### config.mk
export PLATFORM = sky130hd
export DESIGN_NAME = exec_unit
export DESIGN_NICKNAME = d
export VERILOG_FILES = /design/src/rtl/exec_pkg.sv /design/src/rtl/exec_alu.sv /design/src/rtl/exec_unit.sv
export SDC_FILE = /design/constraint.sdc
export NUM_CORES = 1
export LEC_CHECK = 0
export ABC_AREA = 0
export ABC_CLOCK_PERIOD_IN_PS = 3950
export BUFFER_PORTS_ARGS = -buffer_cell sky130_fd_sc_hd__buf_2
export CAP_MARGIN = 20
export CORE_UTILIZATION = 65
export CTS_CLUSTER_DIAMETER = 120
export DETAILED_ROUTE_END_ITERATION = 12
export PLACE_DENSITY_LB_ADDON = 0.12
export SYNTH_ARGS = -nofsm -noshare
export SYNTH_HDL_FRONTEND = slang
export SYNTH_SLANG_ARGS = --single-unit
### constraint.sdc
create_clock -name clk -period 3.95 [get_ports clk]
set_clock_uncertainty 0.05 [all_clocks]
set_input_delay 0.1975 -clock clk [delete_from_list [all_inputs] [get_ports clk]]
set_output_delay 0.1975 -clock clk [all_outputs]
set_load 0.05 [all_outputs]
### src/rtl/exec_pkg.sv
// Shared definitions for the operator-panel execution unit: widths, opcodes, FSM states.
package exec_pkg;

  localparam int DW = 4;
  localparam int IW = 4;
  localparam int NREGS = 1 << IW;

  typedef logic [DW-1:0] data_t;
  typedef logic [IW-1:0] idx_t;

  localparam logic [3:0] OP_ADD     = 4'h0;
  localparam logic [3:0] OP_SUB     = 4'h1;
  localparam logic [3:0] OP_AND     = 4'h2;
  localparam logic [3:0] OP_OR      = 4'h3;
  localparam logic [3:0] OP_XOR     = 4'h4;
  localparam logic [3:0] OP_NOT     = 4'h5;
  localparam logic [3:0] OP_SHL     = 4'h6;
  localparam logic [3:0] OP_SHR     = 4'h7;
  localparam logic [3:0] OP_LDI     = 4'h8;
  localparam logic [3:0] OP_MOV     = 4'h9;
  localparam logic [3:0] OP_INC     = 4'hA;
  localparam logic [3:0] OP_DEC     = 4'hB;
  localparam logic [3:0] OP_NOP_MIN = 4'hC;

  typedef enum logic [1:0] {
    ST_IDLE  = 2'd0,
    ST_READ  = 2'd1,
    ST_EXEC  = 2'd2,
    ST_WRITE = 2'd3
  } state_t;

  function automatic logic is_nop(input logic [3:0] op);
    return op >= OP_NOP_MIN;
  endfunction

endpackage

### src/rtl/exec_alu.sv
// Combinational ALU: 5-bit unsigned arithmetic with carry/borrow flags.
// Saturation on flow errors is selected by EXEC_SAT_EN.
module exec_alu
  import exec_pkg::*;
(
  input  logic [3:0] op,
  input  data_t      a,
  input  data_t      b,
  input  data_t      imm,
  output data_t      result,
  output logic       overflow,
  output logic       underflow
);

  logic [DW:0] wide;
  logic        ov_raw;
  logic        un_raw;

  always_comb begin
    wide   = '0;
    ov_raw = 1'b0;
    un_raw = 1'b0;
    case (op)
      OP_ADD: begin
        wide   = {1'b0, a} + {1'b0, b};
        ov_raw = wide[DW];
      end
      OP_SUB: begin
        wide   = {1'b0, a} - {1'b0, b};
        un_raw = a < b;
      end
      OP_AND: wide = {1'b0, a & b};
      OP_OR:  wide = {1'b0, a | b};
      OP_XOR: wide = {1'b0, a ^ b};
      OP_NOT: wide = {1'b0, ~a};
      OP_SHL: begin
        wide   = {a, 1'b0};
        ov_raw = wide[DW];
      end
      OP_SHR: wide = {2'b00, a[DW-1:1]};
      OP_LDI: wide = {1'b0, imm};
      OP_MOV: wide = {1'b0, a};
      OP_INC: begin
        wide   = {1'b0, a} + 5'd1;
        ov_raw = wide[DW];
      end
      OP_DEC: begin
        wide   = {1'b0, a} - 5'd1;
        un_raw = (a == '0);
      end
      default: wide = '0;
    endcase
  end

  always_comb begin
    overflow  = ov_raw;
    underflow = un_raw;
`ifdef EXEC_SAT_EN
    if (ov_raw)
      result = '1;
    else if (un_raw)
      result = '0;
    else
      result = wide[DW-1:0];
`else
    result = wide[DW-1:0];
`endif
  end

endmodule

### src/rtl/exec_unit.sv
// Execution unit: 16x4 register file plus IDLE/READ/EXEC/WRITE sequencer.
// EXEC_SAT_EN selects saturating write-back on flow errors.
//
//   state    | meaning
//   ST_IDLE  | waiting for start; fields latched on start
//   ST_READ  | operands A/B read from the register file
//   ST_EXEC  | ALU result and flags registered
//   ST_WRITE | write-back, done pulse
module exec_unit
  import exec_pkg::*;
(
  input  logic       clk,
  input  logic       rst_n,
  input  logic       start,
  input  logic [3:0] op,
  input  logic [3:0] rd1,
  input  logic [3:0] rd2,
  input  logic [3:0] wr,
  output logic       busy,
  output logic       done,
  output logic [3:0] alu_result,
  output logic       overflow,
  output logic       underflow,
  output logic       flowcheck
);

  state_t     state;
  data_t      regs [NREGS];
  logic [3:0] op_q;
  idx_t       rd1_q;
  idx_t       rd2_q;
  idx_t       wr_q;
  data_t      a_q;
  data_t      b_q;
  logic       wen_q;

  data_t      alu_res;
  logic       alu_ov;
  logic       alu_un;
  logic       wen_next;

  exec_alu u_alu (
    .op        (op_q),
    .a         (a_q),
    .b         (b_q),
    .imm       (rd1_q),
    .result    (alu_res),
    .overflow  (alu_ov),
    .underflow (alu_un)
  );

  // Saturating builds still commit on a flow error; otherwise the error suppresses the write.
  always_comb begin
`ifdef EXEC_SAT_EN
    wen_next = !is_nop(op_q);
`else
    wen_next = !is_nop(op_q) && !(alu_ov || alu_un);
`endif
  end

  always_ff @(posedge clk or negedge rst_n) begin
    if (!rst_n) begin
      state      <= ST_IDLE;
      op_q       <= '0;
      rd1_q      <= '0;
      rd2_q      <= '0;
      wr_q       <= '0;
      a_q        <= '0;
      b_q        <= '0;
      wen_q      <= 1'b0;
      busy       <= 1'b0;
      done       <= 1'b0;
      alu_result <= '0;
      overflow   <= 1'b0;
      underflow  <= 1'b0;
      flowcheck  <= 1'b0;
      for (int i = 0; i < NREGS; i++)
        regs[i] <= '0;
    end else begin
      done <= 1'b0;
      case (state)
        ST_IDLE: begin
          if (start) begin
            op_q  <= op;
            rd1_q <= rd1;
            rd2_q <= rd2;
            wr_q  <= wr;
            busy  <= 1'b1;
            state <= ST_READ;
          end
        end
        ST_READ: begin
          a_q   <= regs[rd1_q];
          b_q   <= regs[rd2_q];
          state <= ST_EXEC;
        end
        ST_EXEC: begin
          alu_result <= alu_res;
          overflow   <= alu_ov;
          underflow  <= alu_un;
          flowcheck  <= alu_ov | alu_un;
          wen_q      <= wen_next;
          done       <= 1'b1;
          state      <= ST_WRITE;
        end
        ST_WRITE: begin
          if (wen_q)
            regs[wr_q] <= alu_result;
          busy  <= 1'b0;
          state <= ST_IDLE;
        end
        default: state <= ST_IDLE;
      endcase
    end
  end

endmodule

### After elaboration in Yosys (flattened, before gate mapping)

Cells that the tools add are included.
W data, S select, Z words.

* flip-flop bits (word level): 100
* bits of input ports: 19
* output and inout bits: 9
* logic and storage cells: 92

* add/subtract/negate cells: 4
* order comparisons: 6
* equality and inequality tests: 15
* muxes and demuxes: 17
* bitwise operators: 8
* reduce and logical (&&, ||, !) cells: 12

Operators with widths (count)
* $bwmux W64: 1
* $pmux W4 S12: 1
* $bmux W4 S4: 2
* $mux W4: 5
* $demux W4 S4: 1
* $eq A4 B3 Y1 const B: 4
* $eq A4 B4 Y1 const B: 4
* $ge A5 B5 Y1 const B: 3
* $not A4 Y5: 3
* $eq A4 B2 Y1 const B: 2
* $logic_not A4 Y1: 2
* $pmux W2 S4: 1
* $reduce_and A2 Y1: 3
* $add A4 B1 Y5 const B: 1
* $add A4 B4 Y5: 1
* $lt A5 B1 Y1 const B: 1
* $and A4 B4 Y4: 1
* $eq A2 B2 Y1 const B: 2
* $eq A4 B1 Y1 const B: 1
* $ge A4 B4 Y1 const B: 1
* $lt A4 B4 Y1: 1
* $not A4 Y4: 1
* $or A4 B4 Y4: 1
* $pmux W1 S2: 2
* 14 further kinds: 17

### Depth between registers and ports, before layout

* depth after elaboration: 6
* mapped depth: 8
* mapped depth without buffers: 8

### Modules after synthesis

Synthesis repeated with hierarchy kept, for this count alone.

* cell total of the unflattened synthesis: 441
* area, all modules: 5901.9 um2

Modules (own cells, without submodules)
* exec_unit: instances 1, cells an instance 315, area each 4978.5 um2, sequential area each 2502.4 um2
* exec_alu: instances 1, cells an instance 126, area each 923.4 um2, sequential area each 0.0 um2

### Least setup slack after synthesis

No wires, ideal clock.

* path type: register to register
* from: register a_q[0]
* to: register alu_result[1]
* library setup time: 82 ps
* arrival: 1955 ps
* data required time: 3818 ps
* path slack: 1863 ps
* cell stages (with the launch flop): 8
* path buffers: 0
* clock period less this slack: 2087 ps
* cell sequence: dfrtp_1 inv_1 ha_1 fa_1 mux4_2 nor2b_1 o21bai_1 a31oi_1

* longest elaborated chain between the ends: 2
* elaborated cells on any way between the ends: 5
* classes of those cells: 4 x add/sub; 1 x mux

Ends and longest elaborated chain
* start: declaration: RTL line exec_unit.sv:33 `data_t a_q;`
* start signal: assignment: RTL line exec_unit.sv:93 `a_q <= regs[rd1_q];`
* $sub A4 B1 Y4 (tied with other cells): RTL line exec_alu.sv:48 `wide = {1'b0, a} - 5'd1;`
* $pmux W4 S12 (*): RTL line exec_alu.sv:23 `case (op)`
* end signal: assignment: RTL line exec_unit.sv:98 `alu_result <= alu_res;`
* end: declaration: RTL line exec_unit.sv:21 `output logic [3:0] alu_result,`

Mark *: on every way between the ends. The rest lies on a longest branch, timed or not.
A chain may end at the register's enable or synchronous reset.

### Final worst setup path

* from: register a_q[0]
* to: register alu_result[2]

The elaborated chain is that of the path after synthesis.

==> metrics.csv <==
stage,metric,value,unit
clock_network,cts_tree,yes,
final_layout,postLayoutCoreUtil,0.712,
placement,dp_hpwl,9000,um
final_layout,insertedDiodeCount,0,
sta,fmax,402,MHz
logic_synthesis,synth-seq-cells,100,
clock_network,cts_made_buffers,9,
final_layout,drive_above_1_share,0.359,
run_status,status,"complete, no violations",
logic_synthesis,synth_cells,456,
clock_network,cts.path.max_buffers,2,
sta,final-hold-violation-count,0,
setup_path,critPathRequiredTime,4.14,ns
sta,slew_headroom,0.289,
routing,drc,0,
placement,place.gp.congestion,0.863,
sta,drv_slew,0,
logic_synthesis,async_flop_share,1.00,
routing,ant_nets,0,
sta,min_period,2.49,ns
logic_synthesis,synth_fp_nets,496,
sta,fin_tns_setup,0,ns
floorplan,dieHeight,96.3,um
logic_synthesis,synth_edf_count,0,
sta,worst_pin_slew,1.06,ns
clock_network,clock_sinks,100,
setup_path,cp.arrival,2.68,ns
logic_synthesis,syn_avg_cell_area,12.7,um^2
floorplan,std_cell_rows,34,
routing,vias_per_cell,6.53,
global_routing,grt.overflow.total,0,
floorplan,start_util,0.666,
final_layout,finalInstanceArea,0.00618,mm^2
clock_network,cts_root_buffer,clkbuf_8,
placement,portBuffers,27,
run,cap_violations,0,
clock_network,cts.htree.levels,3,
sta,setup_viol,0,
routing,drt-pass1-iter-count,4,
global_routing,gr-usage-all-layers,0.304,
global_routing,grt_pass1_vias,3770,
placement,place_area,0.00591,mm^2
final_layout,fin_nets,514,
setup_path,endpoint_kind,flip-flop,
floorplan,coreArea,0.00868,mm^2
worst_hold_path,min-delay-path-class,primary input to flip-flop,
routing,vias,3832,
power,p_per_area,765,mW/mm^2
floorplan,die-width,96.3,um
clock_network,clk_latency,0.37,ns
logic_synthesis,synthesis.area,0.00578,mm^2
clock_network,clk_pin_slew,0.10,ns
global_routing,antenna_found_initial,0,
logic_synthesis,ys.flop_type,dfrtp_1,
routing,drtIter0Drc,236,
floorplan,num_io_pins,28,
setup_path,critPathLaunchType,flip-flop,
final_layout,area_growth,6.86,%
global_routing,grt_pass1_wl,20300,um
routing,drt_wl_total,12700,um
floorplan,die_area,0.00927,mm^2
setup_path,critPathKind,flip-flop to flip-flop,
global_routing,grt_max_degree,80,
clock_network,post_cts_resized,0,
sta,post-route-period-util,0.630,
logic_synthesis,seq_area_frac_synth,0.433,
logic_synthesis,ys_types,47,
power,peakVddDrop,388,uV
power,p_leak,2.76,nW
setup_path,crit_fanout,8,
logic_synthesis,yosysWarnings,0,
sta,grt_setup_unrepaired,no,
routing,wl_per_cell,21.6,um
-- layer usage --
layer / up-vias / routed length, um / global-route usage
met5: - / 0 / 0
met4: 0 / 334 / 0.109
met3: 28 / 945 / 0.0664
met2: 151 / 6180 / 0.488
met1: 1925 / 5240 / 0.410
li1: 1728 / - / -
-- final timing paths --
| path | from | cells after the start | to | slack, ns |
|---|---|---|---|---|
| min reg2reg | underflow$_DFFE_PN0P_ | 2 | underflow$_DFFE_PN0P_ | 0.45 |
| min in group asynchronous | rst_n | 2 | op_q[0]$_DFFE_PN0P_ | 0.11 |
| min | op[0] | 2 | op_q[0]$_DFFE_PN0P_ | 0.01 |
| max in group asynchronous | rst_n | 4 | regs[34]$_DFFE_PN0P_ | 2.84 |
| max reg2reg | a_q[0]$_DFFE_PN0N_ | 8 | alu_result[2]$_DFFE_PN0P_ | 1.46 |
| max | a_q[0]$_DFFE_PN0N_ | 8 | alu_result[2]$_DFFE_PN0P_ | 1.46 |
-- synthesized netlist by cell type, types with 2 or more instances --
library cell / n / area share
mux4_2: 33 / 0.13
o22a_1: 3 / 0.0045
nor3b_1: 3 / 0.0039
nor4bb_1: 2 / 0.0035
nor2_1: 27 / 0.018
and2b_2: 2 / 0.0030
buf_2: 5 / 0.0043
nand3_1: 6 / 0.0052
nand2b_1: 7 / 0.0076
clkbuf_1: 13 / 0.0084
nor3_1: 6 / 0.0052
nand2_1: 26 / 0.017
buf_1: 5 / 0.0032
o21bai_1: 2 / 0.0026
a211oi_1: 3 / 0.0039
dfrtp_1: 100 / 0.43
o221ai_1: 9 / 0.014
a311o_1: 2 / 0.0035
fa_1: 2 / 0.0069
mux2i_1: 16 / 0.028
o22ai_1: 2 / 0.0022
a21oi_1: 12 / 0.010
xor2_1: 2 / 0.0030
o31a_1: 2 / 0.0030
clkbuf_8: 4 / 0.0095
inv_1: 16 / 0.010
o21ai_0: 13 / 0.011
ha_1: 19 / 0.041
nor2b_1: 7 / 0.0076
xnor2_1: 2 / 0.0030
nand4b_1: 2 / 0.0030
nand3b_1: 2 / 0.0026
mux2_2: 87 / 0.17
-- per-stage QoR --
step	instances	setup slack (ns)	hold WS, ns	power (mW)
final	587	1.46	0.0135	4.73
after global routing	587	1.37	0.000578	5.05
after CTS	585	1.48	0.000491	4.74
after detailed placement	565	1.52	0.371	4.11
after global placement	565	1.52	0.363	4.02
after floorplan	456	1.86	-0.148	3.59
-- report_power, final --
group,internal [mW],switching [mW]
Combinational,1.09,0.848
Clock,0.256,0.364
Sequential,1.39,0.774
Total,2.74,1.99
-- worst max-delay path, cell delays in order, from the launching register on --
cell and delay, ns:
dfrtp_1 0.53, inv_1 0.20, ha_1 0.27, fa_1 0.42
nor3b_1 0.16, o21ai_0 0.17, a21oi_1 0.09, o21ai_0 0.34
a21oi_1 0.12
-- layout make-up --
class / count / area [um^2]
repair buffers: 35 / 230
clock inverters: 5 / 45.0
multi-input cells: 312 / 3060
flip-flops and latches: 100 / 2500
inverters: 16 / 60.1
fillers: 669 / 2500
clock buffers: 11 / 141
well taps: 108 / 135
-- placed cells by master, fill, tap and decap left out, drive strengths merged, types with 3 or more instances in the layout --
cell         count
mux2            87
a211oi           3
mux2i           16
dlygate4sd3      5
nand2           26
mux4            33
ha              19
buf             30
nor3             6
o221ai           9
nor2            27
dfrtp          100
nand3            6
inv             18
o22a             3
nor3b            3
nand2b           7
clkbuf          11
o21ai           13
nor2b            7
a21oi           13
-- logic make-up (layout without fill, tap and decap cells) --
family,count (synthesis),in the layout,synth area share
DFF,100,100,0.433
and+or+nand+nor,98,98,0.0879
adders and majority gates,21,21,0.0481
muxes,136,136,0.326
buffers and inverters,44,67,0.0372
xor gates and xnor gates,4,4,0.00606
AOI/OAI and AO/OA,53,53,0.0621
-- timing repair --
action,CTS,global route
setup buffers,0,0
hold buffers,4,1
endpoints found under the hold margin,81,1
-- registers in the layout (all words and copies together), names as in the netlist --
| signal | flops |
|---|---|
| flowcheck | 1 |
| op_q | 4 |
| underflow | 1 |
| alu_result | 4 |
| wen_q | 1 |
| wr_q | 4 |
| rd1_q | 4 |
| rd2_q | 4 |
| regs | 64 |
| overflow | 1 |
| state | 2 |
| busy | 1 |
| done | 1 |
| a_q | 4 |
| b_q | 4 |
No activity file was read; power rests on OpenSTA's default activity.
